[config.mk]
export PLATFORM = sky130hd
export DESIGN_NAME = ice40_rgb_wb_seq_flat
export DESIGN_NICKNAME = d
export VERILOG_FILES = /design/src/rtl/ice40_rgb_wb_seq_if.sv /design/src/rtl/ice40_rgb_wb_seq.sv /design/src/flat_wrapper.sv
export SDC_FILE = /design/constraint.sdc
export NUM_CORES = 1
export LEC_CHECK = 0
export CELL_PAD_IN_SITES_DETAIL_PLACEMENT = 1
export CELL_PAD_IN_SITES_GLOBAL_PLACEMENT = 1
export CORE_MARGIN = 2
export CORE_UTILIZATION = 42
export CTS_CLUSTER_DIAMETER = 50
export CTS_CLUSTER_SIZE = 28
export DETAILED_ROUTE_END_ITERATION = 8
export PLACE_DENSITY = 0.89
export SYNTH_ARGS = -nofsm -noshare
export SYNTH_HDL_FRONTEND = slang
export SYNTH_SLANG_ARGS = --single-unit
[constraint.sdc]
create_clock -name clk -period 4.3 [get_ports clk]
set_clock_uncertainty 0.1 [all_clocks]
set_input_delay 0.86 -clock clk [delete_from_list [all_inputs] [get_ports clk]]
set_output_delay 0.86 -clock clk [all_outputs]
set_load 0.1 [all_outputs]
[src/rtl/ice40_rgb_wb_seq_if.sv]
// Write-only Wishbone link from the RGB sequencer
// to the ice40 LEDDA/RGBA driver slave.
interface ice40_rgb_wb_seq_if;
  logic [4:0]  wb_addr;
  logic [31:0] wb_wdata;
  logic        wb_we;
  logic        wb_cyc;
  logic        wb_ack;
  logic [31:0] wb_rdata;

  modport master (
    output wb_addr, wb_wdata, wb_we, wb_cyc,
    input  wb_ack, wb_rdata
  );

  modport slave (
    input  wb_addr, wb_wdata, wb_we, wb_cyc,
    output wb_ack, wb_rdata
  );
endinterface

[src/rtl/ice40_rgb_wb_seq.sv]
// Wishbone initiator for the ice40 RGB PWM slave:
// init sequence, then diff-only colour writes.
module ice40_rgb_wb_seq #(
  parameter logic [7:0] CR0      = 8'hC8,
  parameter logic [7:0] BR       = 8'h3F,
  parameter logic [7:0] ONR      = 8'h00,
  parameter logic [7:0] OFR      = 8'h00,
  parameter logic [7:0] BCRR     = 8'h00,
  parameter logic [7:0] BCFR     = 8'h00,
  parameter logic [4:0] CTRL_RUN = 5'h0E,
  parameter int         ACK_TO   = 15
) (
  input  logic       clk,
  input  logic       rst_n,
  input  logic       req_valid,
  output logic       req_ready,
  input  logic [7:0] req_r,
  input  logic [7:0] req_g,
  input  logic [7:0] req_b,
  output logic       init_done,
  output logic       err,
  ice40_rgb_wb_seq_if.master bus
);

  typedef enum logic [1:0] {
    S_INIT, S_WR, S_GAP, S_IDLE
  } state_t;

  localparam logic [7:0] TO_LAST = 8'(ACK_TO - 1);

  state_t     state, state_nx;
  logic [3:0] idx;
  logic [7:0] cnt;
  logic [2:0] pend, mask, pick_src;
  logic [1:0] pick;
  logic [7:0] sh  [4];
  logic [7:0] lat [4];
  logic [4:0] t_addr;
  logic [7:0] t_data;
  logic       accept, wr_done, is_req, cyc;
  logic       unused_rdata;

  assign unused_rdata = ^bus.wb_rdata;
  assign accept   = req_valid && req_ready;
  assign mask     = {req_b != sh[2],
                     req_g != sh[1],
                     req_r != sh[0]};
  assign wr_done  = (state == S_WR) &&
                    (bus.wb_ack || cnt == TO_LAST);
  // indices 0..9 are init writes, 12..14 are R/G/B
  assign is_req   = idx[3:2] == 2'b11;
  assign pick_src = (state == S_IDLE) ? mask : pend;

  always_comb begin
    pick = 2'd0;
    priority case (1'b1)
      pick_src[0]: pick = 2'd0;
      pick_src[1]: pick = 2'd1;
      pick_src[2]: pick = 2'd2;
      default:     pick = 2'd0;
    endcase
  end

  always_ff @(posedge clk or negedge rst_n) begin
    if (!rst_n) state <= S_INIT;
    else        state <= state_nx;
  end

  always_comb begin
    state_nx = state;
    unique case (state)
      S_INIT: state_nx = S_WR;
      S_WR:   if (wr_done) state_nx = S_GAP;
      S_GAP: begin
        if (idx < 4'd9)        state_nx = S_WR;
        else if (idx == 4'd9)  state_nx = S_IDLE;
        else if (pend != 3'b0) state_nx = S_WR;
        else                   state_nx = S_IDLE;
      end
      S_IDLE:
        if (accept && mask != 3'b0) state_nx = S_WR;
      default: state_nx = S_INIT;
    endcase
  end

  always_ff @(posedge clk or negedge rst_n) begin
    if (!rst_n) begin
      idx       <= 4'd0;
      cnt       <= 8'd0;
      pend      <= 3'b0;
      err       <= 1'b0;
      init_done <= 1'b0;
      for (int i = 0; i < 4; i++) begin
        sh[i]  <= 8'h00;
        lat[i] <= 8'h00;
      end
    end else begin
      unique case (state)
        S_WR: begin
          if (wr_done) begin
            cnt <= 8'd0;
            if (!bus.wb_ack) err <= 1'b1;
            if (idx == 4'd9) init_done <= 1'b1;
            if (is_req) begin
              sh[idx[1:0]]   <= lat[idx[1:0]];
              pend[idx[1:0]] <= 1'b0;
            end
          end else begin
            cnt <= cnt + 8'd1;
          end
        end
        S_GAP: begin
          if (idx < 4'd9)        idx <= idx + 4'd1;
          else if (pend != 3'b0) idx <= {2'b11, pick};
        end
        S_IDLE: begin
          if (accept) begin
            lat[0] <= req_r;
            lat[1] <= req_g;
            lat[2] <= req_b;
            pend   <= mask;
            if (mask != 3'b0) idx <= {2'b11, pick};
          end
        end
        default: begin
          idx <= 4'd0;
          cnt <= 8'd0;
        end
      endcase
    end
  end

  always_comb begin
    t_addr = 5'h00;
    t_data = 8'h00;
    unique case (idx)
      4'd0:  begin t_addr = 5'h18; t_data = CR0;  end
      4'd1:  begin t_addr = 5'h19; t_data = BR;   end
      4'd2:  begin t_addr = 5'h1A; t_data = ONR;  end
      4'd3:  begin t_addr = 5'h1B; t_data = OFR;  end
      4'd4:  begin t_addr = 5'h15; t_data = BCRR; end
      4'd5:  begin t_addr = 5'h16; t_data = BCFR; end
      4'd6:  t_addr = 5'h11;
      4'd7:  t_addr = 5'h12;
      4'd8:  t_addr = 5'h13;
      4'd9:  t_data = {3'b000, CTRL_RUN};
      4'd12: begin t_addr = 5'h11; t_data = lat[0]; end
      4'd13: begin t_addr = 5'h12; t_data = lat[1]; end
      4'd14: begin t_addr = 5'h13; t_data = lat[2]; end
      default: ;
    endcase
  end

  always_comb begin
    cyc          = state == S_WR;
    bus.wb_cyc   = cyc;
    bus.wb_we    = cyc;
    bus.wb_addr  = cyc ? t_addr : 5'h00;
    bus.wb_wdata = cyc ? {24'h0, t_data} : 32'h0;
    req_ready    = (state == S_IDLE) && init_done;
  end

endmodule
[src/flat_wrapper.sv]
// flat-port wrapper written by rule: the top's interface ports become plain ports
module ice40_rgb_wb_seq_flat 
#(
  parameter logic [7:0] CR0      = 8'hC8,
  parameter logic [7:0] BR       = 8'h3F,
  parameter logic [7:0] ONR      = 8'h00,
  parameter logic [7:0] OFR      = 8'h00,
  parameter logic [7:0] BCRR     = 8'h00,
  parameter logic [7:0] BCFR     = 8'h00,
  parameter logic [4:0] CTRL_RUN = 5'h0E,
  parameter int         ACK_TO   = 15
)
  (clk, rst_n, req_valid, req_ready, req_r, req_g, req_b, init_done, err, bus_wb_addr, bus_wb_wdata, bus_wb_we, bus_wb_cyc, bus_wb_ack, bus_wb_rdata);
  ice40_rgb_wb_seq_if bus_i ();
  input  logic clk;
  input  logic rst_n;
  input  logic req_valid;
  output logic req_ready;
  input  logic [7:0] req_r;
  input  logic [7:0] req_g;
  input  logic [7:0] req_b;
  output logic init_done;
  output logic err;
  output wire logic [$bits(bus_i.wb_addr)-1:0] bus_wb_addr;
  output wire logic [$bits(bus_i.wb_wdata)-1:0] bus_wb_wdata;
  output wire logic [$bits(bus_i.wb_we)-1:0] bus_wb_we;
  output wire logic [$bits(bus_i.wb_cyc)-1:0] bus_wb_cyc;
  input wire logic [$bits(bus_i.wb_ack)-1:0] bus_wb_ack;
  input wire logic [$bits(bus_i.wb_rdata)-1:0] bus_wb_rdata;
  assign bus_wb_addr = bus_i.wb_addr;
  assign bus_wb_wdata = bus_i.wb_wdata;
  assign bus_wb_we = bus_i.wb_we;
  assign bus_wb_cyc = bus_i.wb_cyc;
  assign bus_i.wb_ack = bus_wb_ack;
  assign bus_i.wb_rdata = bus_wb_rdata;
  ice40_rgb_wb_seq #(.CR0(CR0), .BR(BR), .ONR(ONR), .OFR(OFR), .BCRR(BCRR), .BCFR(BCFR), .CTRL_RUN(CTRL_RUN), .ACK_TO(ACK_TO)) u_core (.clk(clk), .rst_n(rst_n), .req_valid(req_valid), .req_ready(req_ready), .req_r(req_r), .req_g(req_g), .req_b(req_b), .init_done(init_done), .err(err), .bus(bus_i));
endmodule
==> impl_metrics.tcl <==
set metrics [dict create \
    multi_input_area_mm2 0.00222 \
    postCtsHoldBufs 0 \
    yosysMostFrequentCell "dfrtp_1" \
    grt_use_total_pct 23.0 \
    seq_area_mm2 0.00168 \
    hp-class "register to register" \
    grt_antenna_before_repair 0 \
    clkTransAtPathRegs_ns 0.07 \
    fp-row-count 36 \
    tritoncts "done" \
    start_util_pct 42.8 \
    yosysTopAreaCell "dfrtp_1" \
    vias 3138 \
    maxCapViolCount 0 \
    num_antenna_cells 0 \
    remaining_drc_errors 0 \
    wl_met2_um 5570 \
    total_power_w 0.00131 \
    nFillCells 1071 \
    maxSlewViolCount 0 \
    rsz0062_at_grt "false" \
    grt_start_max_net_pins 40 \
    setup_viol 0 \
    place.gp.congestion 0.914 \
    ys.flop_type "dfrtp_1" \
    min_period_ns 3.80 \
    die-area_mm2 0.0107 \
    cts_buffers 9 \
    ys_ff_latch 67 \
    wire_per_inst_um 19.4 \
    finalHoldViolCount 0 \
    root_buffer "clkbuf_8" \
    drive_above_1_share_pct 19.9 \
    cp_data_required_time_ns 3.34 \
    wl_met1_um 4750 \
    max_freq_ghz 0.263 \
    synthTopCellsByArea "dfrtp_1 40%, mux2_1 6.5%, mux2_2 6.5%" \
    cp-start-kind "register" \
    relSlewSlack_pct 35.2 \
    dp_hpwl_um 8160 \
    end_kind "output port" \
    post-cts-setup-buffer-count 0 \
    drt_first_pass_iters 6 \
    synth_edf_count 0 \
    run_status "finished clean" \
    syn_inst 389 \
    drt-total-wl_um 11100 \
    fp.coreArea_mm2 0.00968 \
    synthDominantCellAreaShare_pct 40.5 \
    synth_common_cells "67 x dfrtp_1, 29 x nor2_1, 25 x buf_4, 24 x mux2_1, 24 x mux2_2" \
    route.met3.wl_um 507 \
    clock_sink_count 67 \
    top_layer "met4" \
    ctsResizeCount 0 \
    clockBufferDepth 2 \
    insertion_delay_ns 0.36 \
    hold_ws_ns 0.382 \
    ys_seq_area_share_pct 40.5 \
    syn2layout_area_growth_pct 18.7 \
    fin_tns_setup_ns 0 \
    grt_overflow 0 \
    cp_max_fo 13 \
    grt_pass1_vias 3504 \
    cts.htree.levels 3 \
    ys_types 64 \
    drt-vias-per-instance 5.51 \
    drt_iter0_drc 178 \
    async_flop_share_pct 100 \
    leakagePower_nw 2.20 \
    die_h_um 103 \
    yosysWarnings 8 \
    port_buffers 45 \
    die_x_um 103 \
    nets 505 \
    finalCritPeriodShare_pct 88.3 \
    pin_count 102 \
    synthesis.area_mm2 0.00414 \
    arrival_ns 2.84 \
    vdd_ir_drop_max_mv 0.177 \
    grt_pass1_wl_um 18300 \
    power_density_mw_per_mm2 266 \
    tightest_slew_ns 0.969 \
    min_path_cells 2 \
    avgSynthCellArea_um2 10.6 \
    rr_worst_depth 4 \
    crit_type "register to output port" \
    ant_nets 0 \
]
-- per-stage QoR --
step           worst slack, ns  utilization, %  area, um2  cells
2_1_floorplan           -0.400               -       4250    412
3_3_place_gp              1.03            48.8       4730    556
3_5_place_dp             0.908            48.8       4730    556
4_1_cts                  0.515            50.8       4920    570
5_1_grt                  0.254            50.8       4920    570
6_report                 0.505            50.8       4920    570
-- layer usage --
layer / vias up / track usage, %
li1: 1425 / -
met1: 1594 / 28.3
met2: 94 / 39.8
met3: 25 / 5.38
met4: 0 / 8.00
met5: - / 0
-- cells in the final DEF (no fill, tap or decap), types with 9 or more instances in the layout --
cell,instances
clkdlybuf4s50_1,28
xnor2_1,16
clkbuf_8,10
a21oi_1,13
buf_4,12
ha_1,11
xor2_1,11
nand3_1,9
dfrtp_1,67
mux2_2,24
buf_12,12
nand2_1,22
mux2_1,24
mux2i_1,10
o21ai_0,18
nor2_1,29
conb_1,24
-- cell type report --
cell class              count  area share [%]
clock inverters             4            1.04
multi-input cells         293            45.1
flip-flops and latches     67            34.1
well taps                 133            3.38
inverters                  10            1.02
repair buffers             53            12.5
clock buffers              10            2.80
-- where the power goes --
part / total [W] / switching [W] / internal (W)
registers: 0.000630 / 0.00000000000906 / 0.000630
clock network: 0.000527 / 0.000248 / 0.000278
logic: 0.000153 / 0.000123 / 0.0000296
-- state kept, by name, summed over array words and instances, names as in the netlist --
| register | cells |
|---|---|
| u_core.state | 2 |
| u_core.cnt | 8 |
| u_core.lat | 24 |
| u_core.sh | 24 |
| u_core.err | 1 |
| u_core.idx | 4 |
| u_core.pend | 3 |
| u_core.init_done | 1 |
-- final timing paths --
check / start / end / slack (ns)
max: u_core.idx[1] / bus_wb_addr[0] / 0.50
max in group asynchronous: rst_n / u_core.lat[15] / 2.59
min reg2reg: u_core.err / u_core.err / 0.38
max reg2reg: u_core.idx[3] / u_core.sh[29] / 1.75
min: u_core.err / u_core.err / 0.38
min in group asynchronous: rst_n / u_core.init_done / 0.55
-- logic make-up (layout without fill, tap and decap cells) --
family / after synthesis / after routing / share of synthesized area [%]
compound gates: 74 / 74 / 12.4
mux: 60 / 60 / 16.2
fa+ha+maj: 11 / 11 / 3.32
xor+xnor: 27 / 27 / 5.71
buf+inv: 52 / 77 / 8.49
simple gates: 97 / 97 / 13.3
other cells: 1 / 24 / 0.0905
flops: 67 / 67 / 40.5
-- critical path, stage by stage, from the launching register on --
cell     delay [ns]
dfrtp_1        0.67
inv_1          0.22
ha_1           0.39
o21ai_1        0.27
a21oi_1        0.10
o21ai_1        0.47
a21oi_1        0.15
buf_12         0.21
Power figures use the tool's default switching activity.
